[src/rtl/mdio_pkg.sv]
// Shared types, frame constants and the frame builder for the Clause-22 MDIO master.
// Read support is compiled in only when MDIO_READ_EN is defined.
package mdio_pkg;

    typedef enum logic [2:0] {
        IDLE = 3'd0,
        PRE  = 3'd1,
        HDR  = 3'd2,
        TA   = 3'd3,
        DATA = 3'd4,
        DONE = 3'd5
    } mdio_state_e;

    localparam logic [1:0] MDIO_ST    = 2'b01;
    localparam logic [1:0] MDIO_OP_WR = 2'b01;
    localparam logic [1:0] MDIO_OP_RD = 2'b10;

    localparam int PRE_LEN   = 32;
    localparam int FRAME_LEN = 64;

    // Bit-counter values of the last bit in each frame phase
    localparam logic [5:0] PRE_LAST  = 6'd31;
    localparam logic [5:0] HDR_LAST  = 6'd45;
    localparam logic [5:0] TA_LAST   = 6'd47;
    localparam logic [5:0] DATA_LAST = 6'd63;

    // Reads carry all-ones in TA/DATA so that mdio_o idles high while released
    function automatic logic [FRAME_LEN-1:0] build_frame(
        input logic        is_wr,
        input logic [4:0]  phy_add,
        input logic [4:0]  reg_add,
        input logic [15:0] wr_data
    );
        logic [1:0]  op;
        logic [1:0]  ta;
        logic [15:0] data;
        if (is_wr) begin
            op   = MDIO_OP_WR;
            ta   = 2'b10;
            data = wr_data;
        end else begin
            op   = MDIO_OP_RD;
            ta   = 2'b11;
            data = 16'hFFFF;
        end
        return {{PRE_LEN{1'b1}}, MDIO_ST, op, phy_add, reg_add, ta, data};
    endfunction

endpackage

[src/rtl/mdio_clk_gen.sv]
// MDC generator: CLK_DIV clk cycles per half-period, with one-cycle rise/fall strobes
// that coincide with the clk cycle in which mdc changes.
module mdio_clk_gen #(
    parameter int CLK_DIV = 10
) (
    input  logic clk,
    input  logic rst_n,
    input  logic en,
    output logic mdc,
    output logic mdc_rise,
    output logic mdc_fall
);

    localparam logic [7:0] DIV_LAST = 8'(CLK_DIV - 1);

    logic [7:0] cnt_r;
    logic       mdc_r;
    logic       wrap_s;

    assign wrap_s   = en && (cnt_r == DIV_LAST);
    assign mdc_rise = wrap_s && !mdc_r;
    assign mdc_fall = wrap_s && mdc_r;
    assign mdc      = mdc_r;

    // Half-period counter; held at zero with mdc low whenever disabled
    always_ff @(posedge clk or negedge rst_n) begin
        if (!rst_n) begin
            cnt_r <= 8'd0;
            mdc_r <= 1'b0;
        end else if (!en) begin
            cnt_r <= 8'd0;
            mdc_r <= 1'b0;
        end else if (wrap_s) begin
            cnt_r <= 8'd0;
            mdc_r <= ~mdc_r;
        end else begin
            cnt_r <= cnt_r + 8'd1;
            mdc_r <= mdc_r;
        end
    end

endmodule

[src/rtl/mdio_master.sv]
// Clause-22 MDIO management master: one 64-bit frame per accepted request.
// Define MDIO_READ_EN to build the read path; otherwise only writes are accepted.
module mdio_master
    import mdio_pkg::*;
#(
    parameter int CLK_DIV = 10
) (
    input  logic        clk,
    input  logic        rst_n,
    input  logic [4:0]  phy_add_i,
    input  logic [4:0]  reg_add_i,
    input  logic [15:0] wr_data_i,
    input  logic        wren,
    input  logic        rden,
    output logic        busy,
    output logic [15:0] rd_data,
    output logic        rd_valid,
    output logic        mdc,
    output logic        mdio_o,
    output logic        mdio_oe,
    input  logic        mdio_i
);

    mdio_state_e          state_r, state_s;
    logic [FRAME_LEN-1:0] frame_r, frame_s;
    logic [5:0]           bit_cnt_r, bit_cnt_s;
    logic                 is_wr_r, is_wr_s;
    logic                 busy_r, busy_s;
    logic                 mdio_o_r, mdio_o_s;
    logic                 mdio_oe_r, mdio_oe_s;
    logic                 rden_s;
    logic                 accept_s;
    logic                 clk_en_s;
    logic                 mdc_rise_s;
    logic                 mdc_fall_s;

`ifdef MDIO_READ_EN
    assign rden_s = rden;
`else
    assign rden_s = 1'b0;
`endif

    assign accept_s = (state_r == IDLE) && !busy_r && (wren || rden_s);
    // MDC stops in DONE so the next frame always begins from a fresh low phase
    assign clk_en_s = busy_r && (state_r != DONE);

    mdio_clk_gen #(
        .CLK_DIV (CLK_DIV)
    ) u_clk_gen (
        .clk      (clk),
        .rst_n    (rst_n),
        .en       (clk_en_s),
        .mdc      (mdc),
        .mdc_rise (mdc_rise_s),
        .mdc_fall (mdc_fall_s)
    );

    // State register and registered frame outputs
    always_ff @(posedge clk or negedge rst_n) begin
        if (!rst_n) begin
            state_r   <= IDLE;
            frame_r   <= '1;
            bit_cnt_r <= 6'd0;
            is_wr_r   <= 1'b1;
            busy_r    <= 1'b0;
            mdio_o_r  <= 1'b1;
            mdio_oe_r <= 1'b0;
        end else begin
            state_r   <= state_s;
            frame_r   <= frame_s;
            bit_cnt_r <= bit_cnt_s;
            is_wr_r   <= is_wr_s;
            busy_r    <= busy_s;
            mdio_o_r  <= mdio_o_s;
            mdio_oe_r <= mdio_oe_s;
        end
    end

    // Next-state logic: phases advance on the MDC falling edge that ends their last bit
    always_comb begin
        state_s = state_r;
        case (state_r)
            IDLE: if (accept_s) state_s = PRE; else state_s = IDLE;
            PRE:  if (mdc_fall_s && bit_cnt_r == PRE_LAST)  state_s = HDR;  else state_s = PRE;
            HDR:  if (mdc_fall_s && bit_cnt_r == HDR_LAST)  state_s = TA;   else state_s = HDR;
            TA:   if (mdc_fall_s && bit_cnt_r == TA_LAST)   state_s = DATA; else state_s = TA;
            DATA: if (mdc_fall_s && bit_cnt_r == DATA_LAST) state_s = DONE; else state_s = DATA;
            DONE: state_s = IDLE;
            default: state_s = IDLE;
        endcase
    end

    // Output logic: frame load/shift and next values of the MDIO pins
    always_comb begin
        frame_s   = frame_r;
        bit_cnt_s = bit_cnt_r;
        is_wr_s   = is_wr_r;
        busy_s    = (state_s != IDLE);
        mdio_o_s  = 1'b1;
        mdio_oe_s = 1'b0;
        if (accept_s) begin
            frame_s   = build_frame(wren, phy_add_i, reg_add_i, wr_data_i);
            bit_cnt_s = 6'd0;
            is_wr_s   = wren;
        end else if (mdc_fall_s) begin
            frame_s   = {frame_r[FRAME_LEN-2:0], 1'b1};
            bit_cnt_s = bit_cnt_r + 6'd1;
        end else begin
            frame_s   = frame_r;
            bit_cnt_s = bit_cnt_r;
        end
        case (state_s)
            PRE, HDR: begin
                mdio_oe_s = 1'b1;
                mdio_o_s  = frame_s[FRAME_LEN-1];
            end
            TA, DATA: begin
                if (is_wr_s) begin
                    mdio_oe_s = 1'b1;
                    mdio_o_s  = frame_s[FRAME_LEN-1];
                end else begin
                    mdio_oe_s = 1'b0;
                    mdio_o_s  = 1'b1;
                end
            end
            default: begin
                mdio_oe_s = 1'b0;
                mdio_o_s  = 1'b1;
            end
        endcase
    end

    assign busy    = busy_r;
    assign mdio_o  = mdio_o_r;
    assign mdio_oe = mdio_oe_r;

`ifdef MDIO_READ_EN
    logic [15:0] rx_r;
    logic [15:0] rd_data_r;
    logic        rd_valid_r;
    logic        rd_done_s;

    // A read finishes on the edge that enters DONE, so rd_valid lines up with the last busy cycle
    assign rd_done_s = (state_s == DONE) && !is_wr_r;

    // Read shift register and returned data
    always_ff @(posedge clk or negedge rst_n) begin
        if (!rst_n) begin
            rx_r       <= 16'h0000;
            rd_data_r  <= 16'h0000;
            rd_valid_r <= 1'b0;
        end else begin
            if (mdc_rise_s && state_r == DATA && !is_wr_r) begin
                rx_r <= {rx_r[14:0], mdio_i};
            end else begin
                rx_r <= rx_r;
            end
            if (rd_done_s) begin
                rd_data_r <= rx_r;
            end else begin
                rd_data_r <= rd_data_r;
            end
            rd_valid_r <= rd_done_s;
        end
    end

    assign rd_data  = rd_data_r;
    assign rd_valid = rd_valid_r;
`else
    logic unused_s;
    assign unused_s = mdio_i ^ rden ^ mdc_rise_s;
    assign rd_data  = 16'h0000;
    assign rd_valid = 1'b0;
`endif

endmodule

[config.mk]
export PLATFORM = sky130hd
export DESIGN_NAME = mdio_master
export DESIGN_NICKNAME = d
export VERILOG_FILES = /design/src/rtl/mdio_pkg.sv /design/src/rtl/mdio_clk_gen.sv /design/src/rtl/mdio_master.sv
export SDC_FILE = /design/constraint.sdc
export NUM_CORES = 1
export LEC_CHECK = 0
export ABC_CLOCK_PERIOD_IN_PS = 1800
export CORE_MARGIN = 2
export CORE_UTILIZATION = 30
export CTS_CLUSTER_DIAMETER = 30
export DETAILED_ROUTE_END_ITERATION = 10
export PLACE_DENSITY = 0.59
export REMOVE_ABC_BUFFERS = 1
export SETUP_SLACK_MARGIN = 0.02
export SYNTH_ARGS = -nofsm -noshare
export SYNTH_HDL_FRONTEND = slang
export SYNTH_SLANG_ARGS = --single-unit
[constraint.sdc]
create_clock -name clk -period 1.8 [get_ports clk]
set_input_delay 0.27 -clock clk [delete_from_list [all_inputs] [get_ports clk]]
set_output_delay 0.27 -clock clk [all_outputs]
set_load 0.01 [all_outputs]
==> results of run 1 <==
## cell families (layout without fill, tap and decap cells)
kind of cell / Yosys count / in the layout
other: 1 / 17
adders and majority gates: 3 / 3
xor gates and xnor gates: 10 / 10
buffers and inverters: 44 / 111
and+or+nand+nor: 192 / 192
AOI/OAI and AO/OA: 77 / 77
DFF: 86 / 86
## path summary, 6_finish.rpt
path                                                   start  cells after the start                      endpoint
worst max-delay path            u_clk_gen.cnt_r[1]$_DFF_PN0_                     10       frame_r[14]$_DFFE_PN1P_
worst min-delay path                 frame_r[43]$_DFFE_PN1P_                      2       frame_r[44]$_DFFE_PN1P_
worst max register to register  u_clk_gen.cnt_r[1]$_DFF_PN0_                     10       frame_r[14]$_DFFE_PN1P_
worst min register to register       frame_r[43]$_DFFE_PN1P_                      2       frame_r[44]$_DFFE_PN1P_
max in group asynchronous                              rst_n                      3       frame_r[43]$_DFFE_PN1P_
min in group asynchronous                              rst_n                      3  u_clk_gen.cnt_r[5]$_DFF_PN0_
## power groups by stage
stage / Sequential, uW / Combinational, uW / Clock, uW
floorplan: 1970 / 15.9 / 0
global placement: 1970 / 120 / 0
detailed placement: 1970 / 120 / 0
CTS: 1940 / 123 / 2100
global route: 1940 / 140 / 2190
finish: 1940 / 127 / 2050
## worst max-delay path: cells and delay by family, from the launching register on
family          cells  cell delay (ns)
flops               1             0.34
simple gates        4             0.58
buf+inv             4             0.53
compound gates      1             0.26
fa+ha+maj           1             0.17
## cells in the mapped netlist, drive strengths merged (2+ instances only)
cell	number	area, um^2
nand2	135	507
dfstp	66	1730
o21ai	39	195
buf	28	183
a22oi	25	188
dfrtp	20	500
nor2	15	56.3
nand3	14	70.1
clkbuf	12	45.0
xor2	7	61.3
a21oi	4	23.8
and3	4	26.3
inv	4	15.0
ha	3	37.5
nand4	3	25.0
xnor2	3	26.3
and2	2	12.5
and3b	2	17.5
and4	2	18.8
nand2b	2	12.5
nor2b	2	12.5
nor4	2	27.5
## routing by layer
| layer | vias to the layer above | global-route usage, % |
|---|---|---|
| li1 | 1513 | - |
| met1 | 1578 | 16.6 |
| met2 | 57 | 20.9 |
| met3 | 11 | 3.67 |
| met4 | 0 | 3.94 |
| met5 | - | 0 |
## layout make-up
type	instances	area (um^2)
clock buffer	13	272
clock inverter	3	65.1
fill	1191	6860
inverter	4	15.0
multi-input combinational	299	2010
sequential	86	2230
tap	172	215
timing repair buffer	91	1050
## registers in the layout, indices dropped and copies added, names as in the netlist
register and cells:
frame_r 64, u_clk_gen.cnt_r 8, bit_cnt_r 6, state_r 3, busy 1, is_wr_r 1, mdio_o 1, mdio_oe 1
u_clk_gen.mdc 1
## cells in the final DEF, fill, tap and decap left out, types with 15 or more instances in the layout
master and count:
nand2_2 48, nand2_1 65, clkdlybuf4s50_1 31, nand2_4 22, dfrtp_1 20, dfstp_2 66, buf_4 30, nor2_1 15
o21ai_0 36, a22oi_2 25, conb_1 17
## through the flow
stage | hold WS [ns] | total power [uW] | instance area, um^2 | setup WS, ns
after floorplan | -0.0256 | 1990 | 3780 | -1.31
after global placement | 0.336 | 2090 | 4700 | -0.0874
after detailed placement | 0.335 | 2090 | 4700 | -0.105
after CTS | 0.458 | 4160 | 5290 | -0.0993
after global routing | 0.468 | 4270 | 5860 | -0.222
final | 0.456 | 4120 | 5860 | -0.143
## what timing repair did
item	4_1_cts	5_1_grt
hold buffers	1	0
buffers inserted	5	8
hold endpoints to repair	20	0
pin swaps	21	50
gates cloned	4	4
endpoints found under the setup margin	70	74
resized for setup	33	122
==> flow_summary.toml, run 1 <==
[sta]
rsz0062_at_grt = "yes"
hold_violations = 0
setup_tns_ns = -6.36
fin_skew_ns = 0.00609
post-route-period-util_pct = 108
drv_slew = 0
max_freq_mhz = 515
setup_viol = 70
finalWorstSetupSlack_ns = -0.143
final.min_clock_period_ns = 1.94

[power]
p_sw_share_pct = 19.0
seqPwrFrac_pct = 47.1
power_density_nw_per_um2 = 703
leakage_uw = 0.00239
p_switching_uw = 781
irDropWorstVdd_mv = 0.487
combPwrFrac_pct = 3.1
p_clk_share_pct = 49.8
p_int_uw = 3340

[synth]
synth_flop_cell = "dfstp_2"
synth.area.mux_share_pct = 0
synth_warnings = 0
synth_edf_count = 0
yosysSeqAreaShare_pct = 56.6
synth-simple-area-share_pct = 21.7
avgSynthCellArea_um2 = 9.56
ys_types = 48
synth_top_family_by_area = "simple AND/OR/NAND/NOR gates"
synth_compound_area_share_pct = 12.2
synth_area_um2 = 3950
synthArstFlopShare_pct = 100
ys_seq_elements = 86
netlist_instances = 413
synthAdderAreaFrac_pct = 0.951
synth_xor_area_share_pct = 2.22

[grt]
grt_first_pass_wirelength_mm = 14.7
grt_max_degree = 87
grt_overflow = 0
track_usage_pct = 12.9
grt_pass1_vias = 3057
antenna_found_initial = 0

[detailed_routing]
via_per_inst = 4.73
drt_iter0_markers = 203
totalWireLength_mm = 9.47
wl_met3_um = 276
num_vias = 3159
top_layer = "met4"
route.met2.wl_mm = 4.73
wl_met1_mm = 4.36
drt_first_pass_iters = 4
ant_nets = 0
drc = 0
wl_per_cell_um = 14.2

[worst_setup_path]
cp_slowest_cell = "dfrtp_1"
critical_path_required_ns = 2.08
max_stage_delay_ns = 0.34
cp-start-kind = "register"
rrSetupSlack_ns = -0.14
worst_ep_arrival_time_ns = 2.22
cp_max_fo = 13
path_cells = "inv_1 -> ha_2 -> and3b_2 -> and4_4 -> buf_6 -> buf_6 -> a21oi_4 -> clkbuf_16 -> nand2_1 -> nand2_1"
criticalPathCategory = "reg -> reg"
end_kind = "register"

[clock_tree]
cts_root_buffer = "clkbuf_16"
htree_levels = 3
clock_latency_ns = 0.33
cts_tree = "yes"
clockBufferDepth = 2
cts_buffers = 9
clkTransAtPathRegs_ns = 0.06
clock_sink_count = 86

[cells_and_area]
syn2layout_area_growth_pct = 48.4
fin_util_pct = 46.1
final_nets = 525
final_layout_size_suffix_gt1_share_pct = 51.4
num_antenna_cells = 0
fin_cells = 668

[floorplan]
std_cell_rows = 41
start_util_pct = 31.0
io_pins = 52
fp.dieH_um = 119
die_w_um = 119
dieArea_um2 = 14100
coreArea_um2 = 12700

[placement]
gp_congestion = 0.850
dp_hpwl_mm = 5.16
dp_cells = 631
portBuffers = 32

[run]
cap_violations = 0

[min_path]
min_path_type = "reg -> reg"

[outcome]
status = "complete, but fails checks"
violations = "negative setup slack"
Note: power is estimated with default switching activity, not from simulation.
==> inputs of run 2 (changes only) <==
--- a/config.mk
+++ b/config.mk
@@ -6,13 +6,15 @@
 export NUM_CORES = 1
 export LEC_CHECK = 0
 export ABC_CLOCK_PERIOD_IN_PS = 1800
-export CORE_MARGIN = 2
+export CORE_MARGIN = 4
 export CORE_UTILIZATION = 30
 export CTS_CLUSTER_DIAMETER = 30
 export DETAILED_ROUTE_END_ITERATION = 10
+export GPL_TIMING_DRIVEN = 1
 export PLACE_DENSITY = 0.59
 export REMOVE_ABC_BUFFERS = 1
 export SETUP_SLACK_MARGIN = 0.02
 export SYNTH_ARGS = -nofsm -noshare
 export SYNTH_HDL_FRONTEND = slang
+export SYNTH_HIERARCHICAL = 1
 export SYNTH_SLANG_ARGS = --single-unit
==> flow_summary.toml, run 2 <==
[detailed_routing]
ant_nets = 0
totalWireLength_mm = 8.54
drt_iter0_markers = 110
via_per_inst = 4.52
drc = 0
drt_first_pass_iters = 4
num_vias = 2854
wl_per_cell_um = 13.5

[cells_and_area]
regMostFlops = "frame_r"
final_layout_size_suffix_gt1_share_pct = 35.5
num_antenna_cells = 0
largest_register_ffs = 64
top_regs = "frame_r: 64 flops, u_clk_gen/cnt_r: 8 flops, bit_cnt_r: 6 flops"
finalInstanceArea_um2 = 5580
seq_area_um2 = 2230
fin_util_pct = 42.1
fill_cells = 1257
multiInputGateArea_um2 = 1700
final_common_cell = "nand2_1"
final_nets = 486
fin_cells = 632
syn2layout_area_growth_pct = 37.4
layout_common_cells = "nand2_1 (67), dfstp_2 (66), mux2i_1 (61)"

[sta]
hold_violations = 0
fin_skew_ns = 0.00947
rsz0062_at_grt = "yes"
final.min_clock_period_ns = 2.28
finalWorstSetupSlack_ns = -0.478
drv_slew = 0
setup_viol = 74
post-route-period-util_pct = 127
max_freq_mhz = 439

[clock_tree]
cts_root_buffer = "clkbuf_16"
cts_tree = "yes"
clockBufferDepth = 2
clock_sink_count = 86
clkTransAtPathRegs_ns = 0.06
htree_levels = 3
clock_latency_ns = 0.34
cts_buffers = 9

[synth]
netlist_instances = 372
avgSynthCellArea_um2 = 10.9
synth_warnings = 6
synth_area_um2 = 4060

[worst_setup_path]
r2r_end = "mdio_oe$_DFF_PN0_"
critical_path_required_ns = 2.02
end_kind = "register"
cp_max_fo = 5
reg2reg_depth = 9
worst_ep_arrival_time_ns = 2.50
r2r-start = "u_clk_gen/cnt_r[6]$_DFF_PN0_"
criticalPathCategory = "reg -> reg"
cp-start-kind = "register"
cp-endpoint = "mdio_oe$_DFF_PN0_"
rrSetupSlack_ns = -0.48
startpoint = "u_clk_gen/cnt_r[6]$_DFF_PN0_"

[grt]
grt_pass1_vias = 2877
antenna_found_initial = 0
grt_overflow = 0
grt_max_degree = 61
grt_first_pass_wirelength_mm = 13.9
track_usage_pct = 10.9

[placement]
place_ws_ns = -0.483
dp_hpwl_mm = 4.96
portBuffers = 32
gp_congestion = 0.821
dp_cells = 596
placed_cell_area_um2 = 4800

[floorplan]
io_pins = 52
fp.dieH_um = 124
die_w_um = 124
dieArea_um2 = 15500
start_util_pct = 30.7
std_cell_rows = 42
coreArea_um2 = 13200

[min_path]
min_path_type = "in -> async"

[outcome]
violations = "negative setup slack"
status = "complete, but fails checks"

[power]
total_power_uw = 6270
leakage_uw = 0.00210
power_density_nw_per_um2 = 1120
irDropWorstVdd_mv = 0.598

[run]
cap_violations = 0
run 2: how the worst min path moves through the flow:
| stage | end | slack, ns | depth (start not counted) |
|---|---|---|---|
| after CTS | frame_r[7]$_DFFE_PN1P_ | 0.43 | 3 |
| after floorplan | bit_cnt_r[0]$_DFFE_PN0P_ | -0.03 | 0 |
| after global routing | frame_r[13]$_DFFE_PN1P_ | 0.43 | 3 |
| final | mdio_oe$_DFF_PN0_ | 0.44 | 2 |
| after detailed placement | mdio_oe$_DFF_PN0_ | 0.24 | 1 |
| after global placement | mdio_oe$_DFF_PN0_ | 0.24 | 1 |
run 2: through the flow:
| stage | setup TNS [ns] | hold slack, ns |
|---|---|---|
| after floorplan | -705.03 | -0.0256 |
| after global placement | -11.02 | 0.240 |
| after detailed placement | -11.80 | 0.244 |
| after CTS | -13.44 | 0.427 |
| after global routing | -20.70 | 0.434 |
| final | -13.61 | 0.436 |
run 2: final cells by class:
| type | instances | area share [%] |
|---|---|---|
| Sequential cell | 86 | 40.0 |
| Multi-Input combinational cell | 253 | 30.5 |
| Timing Repair Buffer | 91 | 19.8 |
| Clock buffer | 10 | 4.28 |
| Tap cell | 176 | 3.95 |
| Inverter | 11 | 0.740 |
| Clock inverter | 5 | 0.628 |
run 2: repair_timing:
item / 4_1_cts / 5_1_grt
buffers inserted: 8 / 4
endpoints found under the hold margin: 3 / 0
endpoints found under the setup margin: 72 / 75
gates cloned: 10 / 0
gates resized for setup: 35 / 16
hold buffers: 1 / 0
pin swaps: 9 / 8
run 2: report_power, final:
part	switching [uW]	internal (uW)
Sequential	289	2680
Combinational	713	869
Clock	749	967
Total	1750	4520
run 2: metal layers:
metal  vias up  track usage (%)  share of wire, %
met2        71             17.4                48
met5         -                0                 0
met3         8             2.96               3.8
met1      1381             14.1                47
li1       1394                -                 -
met4         0             3.80               1.2
run 2: worst max-delay path, cell delays in order (launching register included):
cell,delay (ns)
dfrtp_1,0.37
or3_4,0.39
nor4_2,0.22
buf_4,0.18
nand4_1,0.12
nor3b_2,0.29
a221oi_4,0.12
buf_4,0.16
a21o_1,0.16
and3_1,0.17
==> inputs of run 3 (changes only) <==
--- a/config.mk
+++ b/config.mk
@@ -11,7 +11,7 @@
 export CTS_CLUSTER_DIAMETER = 30
 export DETAILED_ROUTE_END_ITERATION = 10
 export GPL_TIMING_DRIVEN = 1
-export PLACE_DENSITY = 0.59
+export PLACE_DENSITY = 0.46
 export REMOVE_ABC_BUFFERS = 1
 export SETUP_SLACK_MARGIN = 0.02
 export SYNTH_ARGS = -nofsm -noshare
==> flow_summary.toml, run 3 (synthesis results as in run 2) <==
[outcome]
status = "complete, but fails checks"
violations = "negative setup slack"

[cells_and_area]
final_common_cell = "nand2_1"
final_layout_size_suffix_gt1_share_pct = 35.9
layout_common_cells = "nand2_1 (68), dfstp_2 (66), mux2i_1 (61)"
regMostFlops = "frame_r"
num_antenna_cells = 0
syn2layout_area_growth_pct = 38.9
top_regs = "frame_r: 64 flops, u_clk_gen/cnt_r: 8 flops, bit_cnt_r: 6 flops"
fin_util_pct = 42.6
largest_register_ffs = 64
final_nets = 490

[power]
power_density_nw_per_um2 = 1140
irDropWorstVdd_mv = 0.468
total_power_uw = 6420
leakage_uw = 0.00212

[sta]
final.min_clock_period_ns = 2.21
hold_violations = 0
hold_ws_ns = 0.441
rsz0062_at_grt = "yes"
drv_slew = 0
post-route-period-util_pct = 123
max_freq_mhz = 452
setup_viol = 75
finalWorstSetupSlack_ns = -0.414
fin_skew_ns = 0.00428

[worst_setup_path]
cp_num_buf_inv = 1
cp_top_family = "simple AND/OR/NAND/NOR gates"
path_cells = "or3_4 -> nor4_4 -> buf_4 -> nand4_1 -> nor4_2 -> a21oi_2 -> or2_2 -> and3_4"
critical_path_required_ns = 2.03
criticalPathCategory = "reg -> reg"
cp_max_fo = 4
worst_ep_arrival_time_ns = 2.44
max_stage_delay_ns = 0.41
end_kind = "register"
cp_slowest_cell = "or3_4"
cp-start-kind = "register"

[grt]
grt_max_degree = 87
antenna_found_initial = 0
grt_first_pass_wirelength_mm = 14.8
grt_pass1_vias = 2987
grt_overflow = 0
track_usage_pct = 11.6

[clock_tree]
cts_buffers = 9
htree_levels = 3
clkTransAtPathRegs_ns = 0.06
clock_sink_count = 86
cts_tree = "yes"
cts_root_buffer = "clkbuf_16"
clockBufferDepth = 2
clock_latency_ns = 0.33

[floorplan]
dieArea_um2 = 15500
start_util_pct = 30.7
fp.dieH_um = 124
io_pins = 52
coreArea_um2 = 13200
std_cell_rows = 42
die_w_um = 124

[placement]
place_ws_ns = -0.518
dp_hpwl_mm = 5.04
gp_congestion = 0.754
portBuffers = 32

[run]
cap_violations = 0

[detailed_routing]
via_per_inst = 4.39
drc = 0
totalWireLength_mm = 8.62
wl_per_cell_um = 13.6
drt_first_pass_iters = 4
num_vias = 2789
drt_iter0_markers = 97
ant_nets = 0

[min_path]
min_path_type = "in -> reg"
[run 3: cell count changes in the layout (fill, tap and decap cells not counted), sizes merged]
cell      before  now
buf           57   63
bufbuf         2    0
bufinv         0    1
clkbuf        10   11
clkinv         3    2
clkinvlp       1    0
[run 3: final cells by class]
type / count / area, um^2
fill: 1278 / 7600
clock inverter: 4 / 46.3
clock buffer: 11 / 243
sequential: 86 / 2230
multi-input combinational: 253 / 1710
timing repair buffer: 95 / 1140
inverter: 11 / 41.3
tap: 176 / 220
[run 3: report_power, final]
group / internal [uW] / switching [uW] / total (uW)
combinational: 899 / 721 / 1620
clock: 1100 / 735 / 1840
sequential: 2680 / 285 / 2970
[run 3: layer usage]
metal	routed length [um]	track usage [%]	vias up
met5	0	0	-
met4	82	3.09	0
met3	343	3.00	7
met2	4070	18.4	49
met1	4120	15.8	1336
li1	-	-	1397
[run 3: final timing paths]
kind | slack, ns | to | cells past startpoint | start
setup / recovery | -0.41 | mdio_oe$_DFF_PN0_ | 8 | u_clk_gen/cnt_r[5]$_DFF_PN0_
hold / removal | 0.44 | frame_r[5]$_DFFE_PN1P_ | 3 | wr_data_i[5]
setup reg to reg | -0.41 | mdio_oe$_DFF_PN0_ | 8 | u_clk_gen/cnt_r[5]$_DFF_PN0_
hold reg to reg | 0.53 | frame_r[0]$_DFFE_PN1P_ | 2 | frame_r[0]$_DFFE_PN1P_
max in group asynchronous | 0.90 | frame_r[49]$_DFFE_PN1P_ | 3 | rst_n
min in group asynchronous | 0.50 | mdio_oe$_DFF_PN0_ | 3 | rst_n
[run 3: per-stage QoR]
step	setup TNS (ns)	cells	area (um^2)
after detailed placement	-17.31	596	4810
after CTS	-15.16	633	5550
final	-12.39	636	5640
after global routing	-20.09	636	5640
after floorplan	-705.03	350	3900
after global placement	-14.22	596	4810
[run 3: worst min-delay path: stages]
cell	delay, ns
clkdlybuf4s50_1	0.39
nand2_1	0.05
o21ai_1	0.05
[run 3: what timing repair did]
action,in CTS,in global routing
hold buffers,1,0
endpoints found under the setup margin,69,76
endpoints found under the hold margin,20,0
setup buffers,12,4
pin swaps,18,8
cloned,9,0
gates resized for setup,53,14
